--- config.mk ---
export PLATFORM = sky130hd
export DESIGN_NAME = archel
export DESIGN_NICKNAME = d
export VERILOG_FILES = /design/src/rtl/archel_pkg.sv /design/src/rtl/archel_vga_timing.sv /design/src/rtl/archel.sv
export SDC_FILE = /design/constraint.sdc
export NUM_CORES = 1
export LEC_CHECK = 0
export CAP_MARGIN = 20
export CORE_UTILIZATION = 40
export CTS_BUF_LIST = sky130_fd_sc_hd__clkbuf_8
export DETAILED_ROUTE_END_ITERATION = 8
export DONT_BUFFER_PORTS = 1
export PLACE_DENSITY = 0.61
export SLEW_MARGIN = 0
export SYNTH_ARGS = -nofsm -noshare
export SYNTH_HDL_FRONTEND = slang
export SYNTH_SLANG_ARGS = --single-unit
--- constraint.sdc ---
create_clock -name CLK -period 2.4 [get_ports CLK]
set_clock_uncertainty 0.1 [all_clocks]
set_input_delay 0.72 -clock CLK [delete_from_list [all_inputs] [get_ports CLK]]
set_output_delay 0.72 -clock CLK [all_outputs]
set_load 0.02 [all_outputs]
--- src/rtl/archel_pkg.sv ---
// Shared constants, types and helpers for the archel VGA pattern generator.
package archel_pkg;

    localparam int H_VIS   = 640;
    localparam int H_FP    = 16;
    localparam int H_SYNC  = 96;
    localparam int H_TOTAL = 800;
    localparam int V_VIS   = 480;
    localparam int V_FP    = 10;
    localparam int V_SYNC  = 2;
    localparam int V_TOTAL = 525;

    localparam int COLOR_W = 5;
    localparam int GEN_W   = 8;
    localparam int CNT_W   = 10;

    localparam logic [6:0] VGA_IDLE = 7'b1100000;

    // Checkerboard of 16x16 tiles whose palette index rolls with the generation.
    function automatic logic [COLOR_W-1:0] pattern_color(
        input logic [CNT_W-1:0] h,
        input logic [CNT_W-1:0] v,
        input logic [GEN_W-1:0] gen
    );
        return (h[8:4] ^ v[8:4]) + gen[4:0];
    endfunction

endpackage

--- src/rtl/archel_vga_timing.sv ---
// Horizontal/vertical raster counters with sync decode, visible flag and frame-end strobe.
module archel_vga_timing
    import archel_pkg::*;
#(
    parameter int P_H_VIS   = H_VIS,
    parameter int P_H_FP    = H_FP,
    parameter int P_H_SYNC  = H_SYNC,
    parameter int P_H_TOTAL = H_TOTAL,
    parameter int P_V_VIS   = V_VIS,
    parameter int P_V_FP    = V_FP,
    parameter int P_V_SYNC  = V_SYNC,
    parameter int P_V_TOTAL = V_TOTAL
) (
    input  logic             clk,
    input  logic             rst,
    output logic [CNT_W-1:0] o_h,
    output logic [CNT_W-1:0] o_v,
    output logic             o_hs_n,
    output logic             o_vs_n,
    output logic             o_visible,
    output logic             o_frame_end
);

    localparam logic [CNT_W-1:0] CNT_ONE = CNT_W'(1);
    localparam logic [CNT_W-1:0] H_LAST  = CNT_W'(P_H_TOTAL - 1);
    localparam logic [CNT_W-1:0] V_LAST  = CNT_W'(P_V_TOTAL - 1);
    localparam logic [CNT_W-1:0] H_VEND  = CNT_W'(P_H_VIS);
    localparam logic [CNT_W-1:0] V_VEND  = CNT_W'(P_V_VIS);
    localparam logic [CNT_W-1:0] H_SS    = CNT_W'(P_H_VIS + P_H_FP);
    localparam logic [CNT_W-1:0] H_SE    = CNT_W'(P_H_VIS + P_H_FP + P_H_SYNC);
    localparam logic [CNT_W-1:0] V_SS    = CNT_W'(P_V_VIS + P_V_FP);
    localparam logic [CNT_W-1:0] V_SE    = CNT_W'(P_V_VIS + P_V_FP + P_V_SYNC);

    logic [CNT_W-1:0] r_h;
    logic [CNT_W-1:0] r_v;
    logic             w_h_last;
    logic             w_v_last;

    assign w_h_last = (r_h == H_LAST);
    assign w_v_last = (r_v == V_LAST);

    // Raster position: h wraps every line, v advances on each line wrap.
    always_ff @(posedge clk) begin
        if (rst) begin
            r_h <= '0;
            r_v <= '0;
        end else if (w_h_last) begin
            r_h <= '0;
            r_v <= w_v_last ? '0 : (r_v + CNT_ONE);
        end else begin
            r_h <= r_h + CNT_ONE;
        end
    end

    assign o_h         = r_h;
    assign o_v         = r_v;
    assign o_hs_n      = ~((r_h >= H_SS) && (r_h < H_SE));
    assign o_vs_n      = ~((r_v >= V_SS) && (r_v < V_SE));
    assign o_visible   = (r_h < H_VEND) && (r_v < V_VEND);
    assign o_frame_end = w_h_last && w_v_last;

endmodule

--- src/rtl/archel.sv ---
// archel top: animated tile pattern over VGA timing with pause/single-step control.
// Optional white one-pixel frame border when ARCHEL_BORDER_EN is defined.
module archel
    import archel_pkg::*;
#(
    parameter int P_H_VIS   = H_VIS,
    parameter int P_H_FP    = H_FP,
    parameter int P_H_SYNC  = H_SYNC,
    parameter int P_H_TOTAL = H_TOTAL,
    parameter int P_V_VIS   = V_VIS,
    parameter int P_V_FP    = V_FP,
    parameter int P_V_SYNC  = V_SYNC,
    parameter int P_V_TOTAL = V_TOTAL
) (
    input  logic       CLK,
    input  logic       RST,
    input  logic       PAUSE,
    input  logic       STEP,
    output logic [6:0] VGA
);

    localparam logic [GEN_W-1:0] GEN_ONE = GEN_W'(1);

    logic [CNT_W-1:0]   w_h;
    logic [CNT_W-1:0]   w_v;
    logic               w_hs_n;
    logic               w_vs_n;
    logic               w_visible;
    logic               w_frame_end;
    logic               w_step_edge;
    logic [COLOR_W-1:0] w_color;

    logic               r_step_s1;
    logic               r_step_s2;
    logic               r_step_d;
    logic               r_pend;
    logic [GEN_W-1:0]   r_gen;
    logic [6:0]         r_vga;

    archel_vga_timing #(
        .P_H_VIS  (P_H_VIS),
        .P_H_FP   (P_H_FP),
        .P_H_SYNC (P_H_SYNC),
        .P_H_TOTAL(P_H_TOTAL),
        .P_V_VIS  (P_V_VIS),
        .P_V_FP   (P_V_FP),
        .P_V_SYNC (P_V_SYNC),
        .P_V_TOTAL(P_V_TOTAL)
    ) u_timing (
        .clk        (CLK),
        .rst        (RST),
        .o_h        (w_h),
        .o_v        (w_v),
        .o_hs_n     (w_hs_n),
        .o_vs_n     (w_vs_n),
        .o_visible  (w_visible),
        .o_frame_end(w_frame_end)
    );

    // STEP is asynchronous to CLK: two-flop synchroniser plus edge history.
    always_ff @(posedge CLK) begin
        if (RST) begin
            r_step_s1 <= 1'b0;
            r_step_s2 <= 1'b0;
            r_step_d  <= 1'b0;
        end else begin
            r_step_s1 <= STEP;
            r_step_s2 <= r_step_s1;
            r_step_d  <= r_step_s2;
        end
    end

    assign w_step_edge = r_step_s2 & ~r_step_d;

    // Generation only moves at frame end; an edge landing on frame end arms the next one.
    always_ff @(posedge CLK) begin
        if (RST) begin
            r_gen  <= '0;
            r_pend <= 1'b0;
        end else if (w_frame_end) begin
            if (!PAUSE || r_pend) begin
                r_gen <= r_gen + GEN_ONE;
            end
            r_pend <= PAUSE & w_step_edge;
        end else if (PAUSE && w_step_edge) begin
            r_pend <= 1'b1;
        end
    end

`ifdef ARCHEL_BORDER_EN
    logic w_border;
    assign w_border = (w_h == '0) || (w_h == CNT_W'(P_H_VIS - 1)) ||
                      (w_v == '0) || (w_v == CNT_W'(P_V_VIS - 1));
`endif

    // Pixel colour for the current raster position.
    always_comb begin
        w_color = '0;
        if (!w_visible) begin
            w_color = '0;
`ifdef ARCHEL_BORDER_EN
        end else if (w_border) begin
            w_color = 5'b11111;
`endif
        end else begin
            w_color = pattern_color(w_h, w_v, r_gen);
        end
    end

    // One register stage keeps sync and colour aligned.
    always_ff @(posedge CLK) begin
        if (RST) begin
            r_vga <= VGA_IDLE;
        end else begin
            r_vga <= {w_hs_n, w_vs_n, w_color};
        end
    end

    assign VGA = r_vga;

endmodule

### After elaboration in Yosys (flattened, before gate mapping)

Index checks and enable logic that the tools add are counted.

| cells by class | value |
|---|---|
| muxes and demuxes | 3 |
| bitwise operators | 7 |
| reduce and logical (&&, ||, !) cells | 11 |
| $lt $le $gt $ge | 6 |
| $add $sub $neg | 4 |
| equal/unequal tests | 2 |

Operator list:

| kind | number |
|---|---|
| adder 10 x 1 -> 10 bit (second input constant) | 2 |
| equality test 10 bit (second input constant) | 2 |
| less-than comparator 10 bit (second input constant) | 2 |
| less-than comparator 10 x 9 -> 1 bit (second input constant) | 2 |
| >= comparator 10 bit (second input constant) | 1 |
| >= comparator 10 x 9 -> 1 bit (second input constant) | 1 |
| 2-to-1 mux 10 bit | 1 |
| adder 8 x 1 -> 8 bit (second input constant) | 1 |
| adder 5 bit | 1 |
| logical AND 1 bit | 5 |
| bitwise XOR 5 bit | 1 |
| NOT 1 bit | 4 |
| OR reduction 2 bit | 2 |
| bitwise AND 1 bit | 2 |
| 2-to-1 mux 1 bit | 2 |
| AND reduction 2 bit | 1 |
| nonzero test 2 bit | 1 |
| logical NOT 1 bit | 1 |
| logical OR 1 bit | 1 |

| storage, ports and cells | value |
|---|---|
| flip-flop bits (word level) | 39 |
| output and inout port bits | 7 |
| input bits | 4 |
| logic and storage cells | 42 |

### Depth between registers and ports, before layout

| logic depth | value |
|---|---|
| depth after elaboration | 5 |
| gate-level depth with buffers | 8 |
| mapped depth without buffers | 8 |

### Modules after synthesis

Synthesis repeated with hierarchy kept, for this count alone.

| second synthesis, totals | value |
|---|---|
| cells, all modules | 195 |
| area, all modules | 1790.5 um^2 |

Modules (own cells, without submodules):

| module | cells an instance | area an instance (um^2) | sequential area each (um^2) | instances |
|---|---|---|---|---|
| archel_vga_timing | 121 | 1039.7 | 400.4 | 1 |
| archel | 74 | 750.7 | 320.3 | 1 |

### Worst setup path after synthesis

No wires, ideal clock.

| path | value |
|---|---|
| path type | reg-to-reg |
| start | register u_timing.r_v[6] (netlist: u_timing.o_v[6]) |
| end | register r_gen[3] |
| arrival | 1.995 ns |
| period minus slack after synthesis | 2.166 ns |
| buffers on the path | 2 |
| cell stages (with the launch flop) | 7 |
| setup time | 0.071 ns |
| required time | 2.229 ns |
| setup slack | 0.234 ns |
| cell sequence | dfxtp_1 > buf_6 > or3_1 > or4_1 > buf_2 > or4_1 > a21oi_1 |

| between the ends | value |
|---|---|
| longest elaborated chain between the ends | 3 |

Ends and longest elaborated chain:

| element | RTL line | source |
|---|---|---|
| start: declaration | archel_vga_timing.sv:35 | `logic [CNT_W-1:0] r_v;` |
| start signal: assignment | archel_vga_timing.sv:49 | `r_v <= w_v_last ? '0 : (r_v + CNT_ONE);` |
| equality test 10 bit | archel_vga_timing.sv:40 | `assign w_v_last = (r_v == V_LAST);` |
| logical AND 1 bit | archel_vga_timing.sv:60 | `assign o_frame_end = w_h_last && w_v_last;` |
| AND reduction 2 bit (no source line) | -- |  |
| end signal: assignment | archel.sv:82 | `r_gen <= r_gen + GEN_ONE;` |
| end: declaration | archel.sv:37 | `logic [GEN_W-1:0] r_gen;` |

No other way between the ends.
A chain may end at the register's enable or synchronous reset.

### Final worst setup path

Same ends and word-level chain as after synthesis.

==> metrics.md <==
| Metric | Value |
|---|---|
| Die Span Y | 67.9 microns |
| R2R setup slack | 150 ps |
| Max Fanout on Critical Path | 9 |
| CTS Hold Bufs | 0 |
| Inserted Clock Buffers | 5 |
| CP most frequent cell | or4_1 |
| Hold Crit Class | reg -> reg |
| Critical-path top delay cell | or4_1 |
| Yosys reg bits | 36 |
| Worst-path clk slew | 80 ps |
| Final setup TNS | 0 ps |
| Initial Utilization | 42.6% |
| Bufs and invs on worst path | 0 |
| RePlAce Congestion | 0.772 |
| Root cell of the clock tree | clkbuf_8 |
| Worst path depth | 4 |
| Relative slew slack | 75.8% |
| Status | finished, final reports clean |
| Synth-to-layout area growth | 13.3% |
| Synth Cell Area | 1740 sq um |
| Synth warn | 0 |
| Leak | 0.726 nW |
| Fraction of registers with async set/reset | 0% |
| Fin nets | 225 |
| Predominant post-synthesis flop cell | dfxtp_1 |
| Number of I/O port buffers | 0 |
| Slew @ Worst Pin | 363 ps |
| Post-synth top area cell | dfxtp_1 |
| RR Startpoint | u_timing.o_v[6] |
| Remaining antenna violation count | 0 |
| Drc violations | 0 |
| Psw | 0.231 mW |
| Post-Syn Area per Cell | 8.65 sq um |
| Cell-internal power | 0.978 mW |
| CTS tree | yes |
| Max Cap Violations | 0 |
| CP required | 2520 ps |
| Initial DRC count | 63 |
| Resize count post-CTS | 0 |
| Power per Cell Area | 614 nW/um^2 |
| Hold Crit Depth | 1 |
| CP Capture Type | flip-flop |
| Syn Inst Count | 201 |
| Worst Path Arrival | 2370 ps |
| Fillcell total | 404 |
| Worst skew pair latency | 290 ps |
| Worst r2r dst | r_gen[3] |
| Final min period | 2250 ps |
| Worst Setup EP | r_gen[3] |
| Avg Vias per Cell | 5.18 |
| Post-synth net total | 216 |
| Share of layout cells above drive strength 1 | 10.4% |
| Layout Utilization | 48.2% |
| Total number of H-tree levels | 2 |
| Highest Clock Rate | 0.444 GHz |
| Setup WS post-layout | 148 ps |
| Crit Path Class | reg -> reg |
| Setup crit start | u_timing.o_v[6] |
| GRT Total Usage | 17.6% |
| GR Overflow Total | 0 |
| Largest net degree at the start of global routing | 16 |
| Critical Path, Cell by Cell | or3_1 > or4_1 > or4_1 > a21oi_1 |
| Clock power frac | 48.1% |
| Sequential share of the synthesized area | 41.4% |
| Crit path max-delay family | simple AND/OR/NAND/NOR gates |
| # setup viols final | 0 |
| Number of synthesized flops with an enable pin | 0 |
| Clock Tree Buf Depth | 2 |
| CP peak stage delay | 670 ps |
| Slew Limit Fails | 0 |
| First-pass GRT wire length | 5950 microns |
| Per-cell routed wire length | 12.7 microns |
| Final worst path period share | 93.9% |
| Post-Place Setup Slack | 174 ps |
| Final hold viol count | 0 |
| Setup crit start kind | flip-flop |
| Largest cells by area after synthesis | dfxtp_1 (41%), ha_1 (7.2%), xnor2_1 (7.1%) |
| Core area | 4090 sq um |
| Initial antenna violation count | 0 |
| Vias in the first global route | 1339 |
| RSZ-0062 raised after global routing | false |
| Combinational fraction of design power | 1.6% |
| Detailed Place HPWL | 2440 microns |
| Detailed Routing Iterations Pass 1 | 4 |
| R2R cell count | 4 |
| Reg power frac | 50.4% |
| Switching Share | 19.1% |
| Die ar. | 4620 sq um |
| Max VDD drop | 285 uV |
| Synth top area share | 41.4% |
| # rows | 23 |
| # IOs | 11 |
| # diodes | 0 |
| Die Wd | 67.9 microns |
| Detailed Route WL | 3310 microns |
| CTS sink cnt | 36 |
| Vias post-DR | 1351 |
| Post-CTS Setup Bufs | 0 |
| Distinct cells, synth | 30 |
power by group through the flow:
stage | Sequential, mW | Clock, mW | Combinational, mW
4_1_cts | 0.609 | 0.595 | 0.0196
3_3_place_gp | 0.623 | 0 | 0.0191
3_5_place_dp | 0.623 | 0 | 0.0195
5_1_grt | 0.610 | 0.621 | 0.0228
6_report | 0.609 | 0.581 | 0.0190
2_1_floorplan | 0.622 | 0 | 0.0186
per-stage QoR:
step | instance area [sq um] | total power, mW | hold WS, ps | instances
2_1_floorplan | 1740 | 0.640 | 314 | 201
3_3_place_gp | 1840 | 0.642 | 316 | 253
3_5_place_dp | 1840 | 0.642 | 325 | 253
4_1_cts | 1970 | 1.22 | 342 | 261
5_1_grt | 1970 | 1.25 | 367 | 261
6_report | 1970 | 1.21 | 336 | 261
registers in the layout, summed over array words and instances (netlist names):
name and flops:
VGA 7, r_gen 5, r_pend 1, r_step_d 1, r_step_s1 1, r_step_s2 1, u_timing.o_h 10, u_timing.o_v 10
cells in the mapped netlist (all sizes together), types with 2 or more instances:
master  instances
buf             3
nor2b           6
or4             5
nor4            6
xor2            7
nor2           24
o21ai           8
dfxtp          36
inv            15
nand3           9
o31ai           3
nand2           7
ha             10
nand3b          2
clkbuf          7
a21oi          10
nand4b          2
a21o            2
or3             6
nand2b          2
xnor2          14
nand4           4
nor3            7
metal layers:
| metal | wire length, microns | track usage (%) | vias up |
|---|---|---|---|
| met5 | 0 | 0 | - |
| met4 | 23 | 7.03 | 0 |
| met3 | 128 | 4.00 | 4 |
| met2 | 1560 | 28.9 | 28 |
| met1 | 1600 | 22.1 | 620 |
| li1 | - | - | 699 |
layout make-up:
type / count / area, sq um / area share, %
clock buffers: 7 / 96.3 / 4.89
clock inverters: 1 / 30.0 / 1.52
inverters: 15 / 56.3 / 2.86
multi-input cells: 140 / 915 / 46.4
flip-flops and latches: 36 / 721 / 36.6
well taps: 50 / 62.6 / 3.17
repair buffers: 12 / 90.1 / 4.57
cells by family after synthesis:
family                     Yosys count  synth area share [%]
and+or+nand+nor                     83                  25.4
buffers and inverters               25                  5.97
adders and majority gates           11                  8.35
xor gates and xnor gates            21                  10.6
DFF                                 36                  41.4
AOI/OAI and AO/OA                   25                  8.27
worst min path at each step:
stage	start	end	slack (ps)
after global placement	r_step_s1	r_step_s2	320
after global routing	r_step_s1	r_step_s2	370
final	r_step_s1	r_step_s2	340
after detailed placement	r_step_s1	r_step_s2	320
after CTS	r_step_s1	r_step_s2	340
after floorplan	r_step_s1	r_step_s2	310
cell usage in the layout, fill, tap and decap left out, types with 2 or more instances in the layout:
master | netlist | layout
a21o_1 | 2 | 2
a21oi_1 | 10 | 10
buf_4 | 0 | 12
clkbuf_8 | 0 | 7
dfxtp_1 | 36 | 36
ha_1 | 10 | 10
inv_1 | 15 | 15
nand2_1 | 7 | 7
nand2b_1 | 2 | 2
nand3_1 | 9 | 9
nand3b_1 | 2 | 2
nand4_1 | 4 | 4
nand4b_1 | 2 | 2
nor2_1 | 24 | 24
nor2b_1 | 6 | 6
nor3_1 | 7 | 7
nor4_1 | 6 | 6
o21ai_0 | 8 | 8
o31ai_1 | 3 | 3
or3_1 | 6 | 6
or4_1 | 5 | 5
xnor2_1 | 14 | 14
xor2_1 | 7 | 7
No activity file was read; power rests on OpenSTA's default activity.
